[src/rtl/icache_resp.sv]
// icache_resp: direct-mapped, read-only instruction cache with a two-state
// refill FSM (IDLE/FETCH). Hits return data combinationally (zero latency);
// a miss stalls the fetch stage until the refilled line has been written.
// Optional macro ICACHE_PERF_CNT_EN adds saturating hit/miss counters;
// without it hit_cnt/miss_cnt are constant 0 and no counter flops exist.
module icache_resp #(
    parameter int IDX_W = 3
) (
    input  logic          clk,
    input  logic          rst_n,
    input  logic          proc_read,
    input  logic          proc_write,
    input  logic [29:0]   proc_addr,
    input  logic [31:0]   proc_wdata,
    output logic [31:0]   proc_rdata,
    output logic          proc_stall,
    output logic          mem_read,
    output logic          mem_write,
    output logic [27:0]   mem_addr,
    output logic [127:0]  mem_wdata,
    input  logic [127:0]  mem_rdata,
    input  logic          mem_ready,
    output logic [31:0]   hit_cnt,
    output logic [31:0]   miss_cnt
);
    localparam int TAG_W = 28 - IDX_W;
    localparam int LINES = 1 << IDX_W;

    typedef enum logic {IDLE, FETCH} state_t;

    state_t              state, state_nxt;
    logic [LINES-1:0]    valid;
    logic [TAG_W-1:0]    tag_arr  [LINES];
    logic [127:0]        data_arr [LINES];

    logic [TAG_W-1:0]    req_tag;
    logic [IDX_W-1:0]    req_idx;
    logic [1:0]          req_off;
    logic [IDX_W-1:0]    fill_idx;
    logic [TAG_W-1:0]    fill_tag;
    logic [127:0]        line;
    logic                hit;
    logic                start;
    logic                fill;

    // Write port of the cache is unused: writes never touch the arrays.
    logic unused_write;
    assign unused_write = ^{proc_write, proc_wdata};

    assign req_tag  = proc_addr[29:2+IDX_W];
    assign req_idx  = proc_addr[1+IDX_W:2];
    assign req_off  = proc_addr[1:0];
    // Refill target comes from the latched line address so that address
    // changes during FETCH cannot redirect the write.
    assign fill_idx = mem_addr[IDX_W-1:0];
    assign fill_tag = mem_addr[27:IDX_W];

    assign line       = data_arr[req_idx];
    assign proc_rdata = line[{req_off, 5'b0} +: 32];
    assign hit        = proc_read && (state == IDLE) && valid[req_idx]
                        && (tag_arr[req_idx] == req_tag);

    assign mem_write = 1'b0;
    assign mem_wdata = '0;

    // Next-state and handshake outputs; a refill always runs to completion.
    always_comb begin
        state_nxt  = state;
        proc_stall = 1'b0;
        mem_read   = 1'b0;
        start      = 1'b0;
        fill       = 1'b0;
        case (state)
            IDLE: begin
                if (proc_read && !hit) begin
                    proc_stall = 1'b1;
                    start      = 1'b1;
                    state_nxt  = FETCH;
                end
            end
            FETCH: begin
                mem_read   = 1'b1;
                proc_stall = 1'b1;
                if (mem_ready) begin
                    fill      = 1'b1;
                    state_nxt = IDLE;
                end
            end
            default: state_nxt = IDLE;
        endcase
    end

    // State, valid bits and the latched refill address (reset-cleared).
    always_ff @(posedge clk or negedge rst_n) begin
        if (!rst_n) begin
            state    <= IDLE;
            valid    <= '0;
            mem_addr <= '0;
        end else begin
            state <= state_nxt;
            if (start) mem_addr <= proc_addr[29:2];
            if (fill)  valid[fill_idx] <= 1'b1;
        end
    end

    // Tag and data arrays need no reset; valid bits gate their use.
    always_ff @(posedge clk) begin
        if (fill) begin
            tag_arr[fill_idx]  <= fill_tag;
            data_arr[fill_idx] <= mem_rdata;
        end
    end

`ifdef ICACHE_PERF_CNT_EN
    // Saturating performance counters: hit cycles and IDLE->FETCH transitions.
    always_ff @(posedge clk or negedge rst_n) begin
        if (!rst_n) begin
            hit_cnt  <= '0;
            miss_cnt <= '0;
        end else begin
            if (hit && hit_cnt != 32'hFFFF_FFFF)    hit_cnt  <= hit_cnt + 32'd1;
            if (start && miss_cnt != 32'hFFFF_FFFF) miss_cnt <= miss_cnt + 32'd1;
        end
    end
`else
    assign hit_cnt  = '0;
    assign miss_cnt = '0;
`endif

endmodule

[config.mk]
export PLATFORM = sky130hd
export DESIGN_NAME = icache_resp
export DESIGN_NICKNAME = d
export VERILOG_FILES = /design/src/rtl/icache_resp.sv
export SDC_FILE = /design/constraint.sdc
export NUM_CORES = 1
export LEC_CHECK = 0
export ABC_AREA = 0
export BUFFER_PORTS_ARGS = -buffer_cell sky130_fd_sc_hd__buf_4
export CORE_ASPECT_RATIO = 1.75
export CORE_MARGIN = 2
export CORE_UTILIZATION = 64
export DETAILED_ROUTE_END_ITERATION = 10
export GPL_TIMING_DRIVEN = 0
export PLACE_DENSITY = 0.86
export SLEW_MARGIN = 20
export SYNTH_ARGS = -nofsm -noshare
export SYNTH_HDL_FRONTEND = slang
export SYNTH_SLANG_ARGS = --single-unit
[constraint.sdc]
create_clock -name clk -period 22.9 [get_ports clk]
set_clock_uncertainty 0.1 [all_clocks]
set_input_delay 2.29 -clock clk [delete_from_list [all_inputs] [get_ports clk]]
set_output_delay 2.29 -clock clk [all_outputs]
set_load 0.01 [all_outputs]
==> results.sh <==
export IMPL_cp_start_kind="primary input"
export IMPL_port_buffers=219
export IMPL_rows=135
export IMPL_cp_arrival_ns=6.66
export IMPL_worst_path_max_delay_cell="clkbuf_1"
export IMPL_max_slew_margin_pct=22.2
export IMPL_cp_slowest_stage_delay_ns=0.90
export IMPL_place_hpwl_um=86600
export IMPL_netlist_area_mm2=0.0495
export IMPL_viasPerCell=6.66
export IMPL_vias=25600
export IMPL_worst_slack_ns=13.85
export IMPL_post_cts_buffers=0
export IMPL_synth_compound_area_share_pct=0.369
export IMPL_yosysTopAreaCellShare_pct=74.2
export IMPL_drive_above_1_share_pct=41.0
export IMPL_start_util_pct=64.3
export IMPL_rsz0062_at_grt="no"
export IMPL_firstDrtPassIters=5
export IMPL_hold_violations=0
export IMPL_syn_to_final_growth_pct=17.6
export IMPL_r2r_slack_ns=19.22
export IMPL_fin_crit_sh_pct=39.5
export IMPL_post_cts_resized=0
export IMPL_clk_path_buf_depth=3
export IMPL_cp_max_fo=10
export IMPL_hold_start="valid[0]$_DFFE_PN0P_"
export IMPL_totalPowerFinal_mw=4.98
export IMPL_cts_buffers=105
export IMPL_synth_mux_area_share_pct=18.5
export IMPL_root_buffer="clkbuf_16"
export IMPL_fillCellCount=3730
export IMPL_peakVddDrop_v=0.0000835
export IMPL_leakage_nw=19.9
export IMPL_syn_avg_cell_area_um2=23.5
export IMPL_yosysMostFrequentCell="edfxtp_1"
export IMPL_cts_sinks=1261
export IMPL_antenna_found_initial=24
export IMPL_timing_final_crit_period_ns=9.05
export IMPL_maxCapViolCount=0
export IMPL_worst_setup_path_type="in2out"
export IMPL_grt_overflow_total=0
export IMPL_insertion_delay_ns=0.69
export IMPL_core_mm2=0.0770
export IMPL_grtUsageTotal_pct=35.3
export IMPL_placedInstanceArea_mm2=0.0549
export IMPL_synth_edff_count=1224
export IMPL_gp_congestion=0.809
export IMPL_fin_area_mm2=0.0582
export IMPL_synth_xor_area_share_pct=0.354
export IMPL_wire_per_inst_um=36.6
export IMPL_synthTopCellsByCount="1,224 x edfxtp_1, 359 x mux4_2, 197 x buf_4, 59 x mux2_2, 43 x clkbuf_1"
export IMPL_cpMostUsedCell="buf_4"
export IMPL_status="completed"
export IMPL_whs_ns=0.380
export IMPL_worst_ep_required_time_ns=20.51
export IMPL_grt_max_degree=38
export IMPL_synth_area_leaders="edfxtp_1 74%, mux4_2 16%, buf_4 3.0%"
export IMPL_synth_seq_cells=1261
export IMPL_cp_end_kind="output pin"
export IMPL_r2r_start="tag_arr[7][18]$_DFFE_PP_"
export IMPL_drt_initial_drc_count=3569
export IMPL_tightest_slew_ns=1.17
export IMPL_yosysWarnings=0
export IMPL_grtUsageMet1_pct=40.2
export IMPL_grt_pass1_wl_um=195000
export IMPL_synth_simple_area_share_pct=0.677
export IMPL_hp_class="reg2reg"
export IMPL_wirelength_um=141000
export IMPL_netlist_instances=2107
export IMPL_place_ws_ns=13.99
export IMPL_met2_usage_pct=61.3
export IMPL_drv_slew=0
export IMPL_fmax_mhz=110
export IMPL_design_die_area_mm2=0.0797
export IMPL_r2r_end="mem_addr[12]$_DFFE_PN0P_"
export IMPL_met3_usage_pct=7.63
export IMPL_worstRegToRegCells=10
export IMPL_ys_seq_area_share_pct=76.1
export IMPL_synthAdderAreaFrac_pct=0
export IMPL_holdPathEnd="valid[0]$_DFFE_PN0P_"
export IMPL_finalSetupViolCount=0
export IMPL_layout_nets=2922
export IMPL_synth_top_family_by_area="multiplexers"
export IMPL_first_global_vias=26200
export IMPL_die_x_um=214
export IMPL_hold_depth=1
export IMPL_ys_flop_type="edfxtp_1"
export IMPL_synthArstFlopShare_pct=2.93
export IMPL_finalSetupTns_ns=0
export IMPL_clkSlewWorstSetupHoldPaths_ns=0.07
export IMPL_gr_max_usage_layer="met2"
export IMPL_postCtsHoldBufs=0
export IMPL_ys_types=45
export IMPL_yosys_area_top_type="edfxtp_1"
export IMPL_path_cells="buf_4, buf_2, buf_4, buf_2, clkbuf_1, clkbuf_1, mux4_2, mux4_2, mux2_2, buf_4"
export IMPL_ant_nets=0
export IMPL_drc_errors=0
export IMPL_die_height_um=372
export IMPL_pwr_density_cell_mw_per_mm2=85.5
export IMPL_io_pins=450
export IMPL_cts_max_level=3
export IMPL_cts_tree="yes"
[cell families (layout without fill, tap and decap cells)]
family	after synthesis	in the layout
flops	1261	1261
mux	455	455
buf+inv	289	800
simple gates	56	56
compound gates	25	25
xor+xnor	20	20
other cells	1	209
[state kept, by name, indices dropped and copies added, names as in the netlist]
name	cells
data_arr	1024
mem_addr	28
tag_arr	200
state	1
valid	8
[worst max-delay path by stage]
stage                 startpoint                   end  slack (ns)  cells past startpoint
detailed placement  proc_addr[3]        proc_rdata[18]       13.99                     10
global route        proc_addr[3]        proc_rdata[18]       13.89                     10
finish              proc_addr[3]        proc_rdata[31]       13.85                     10
floorplan              mem_ready  valid[0]$_DFFE_PN0P_        8.94                      3
CTS                 proc_addr[3]        proc_rdata[31]       13.92                     10
global placement       mem_ready  valid[2]$_DFFE_PN0P_       -2.27                      4
[report_power, final]
part / switching [mW] / internal, mW
clock network: 0.820 / 0.958
registers: 0.0609 / 2.65
logic: 0.270 / 0.220
[layout by cell type (no fill, tap or decap), drive strengths merged, types with 9 or more instances in the layout]
cell / synthesis / routed
mux2: 68 / 68
diode: 0 / 16
conb: 1 / 193
nor2b: 9 / 9
edfxtp: 1224 / 1224
dfrtp: 37 / 37
clkbuf: 43 / 187
nor2: 9 / 9
mux2i: 27 / 27
xnor2: 14 / 14
buf: 244 / 561
mux4: 360 / 360
or2: 11 / 11
clkinv: 0 / 36
[through the flow]
step | std cells | util [%]
2_1_floorplan | 2299 | -
3_3_place_gp | 3545 | 69.0
3_5_place_dp | 3647 | 71.3
4_1_cts | 3837 | 75.6
5_1_grt | 3852 | 75.6
6_report | 3853 | 75.6
[critical path: cells and delay by family]
kind / cells / cell delay [ns]
buffers and inverters: 7 / 2.86
muxes: 3 / 1.48
[layer usage]
metal  wire length [um]  part of all wire, %
met1              41800                   30
met2              73800                   52
met3              14800                   11
met4              10400                  7.4
met5                116                0.082
[final cells by class]
type	instances	area, um^2	area share [%]
plain buffers	287	1950	3.35
well taps	1027	1280	2.21
flip-flops and latches	1261	37700	64.7
multi-input cells	749	10700	18.3
diodes	16	40.0	0.0687
clock buffers	140	2830	4.86
repair buffers	321	3340	5.74
clock inverters	50	455	0.782
inverters	2	7.51	0.0129
Power figures use the tool's default switching activity.
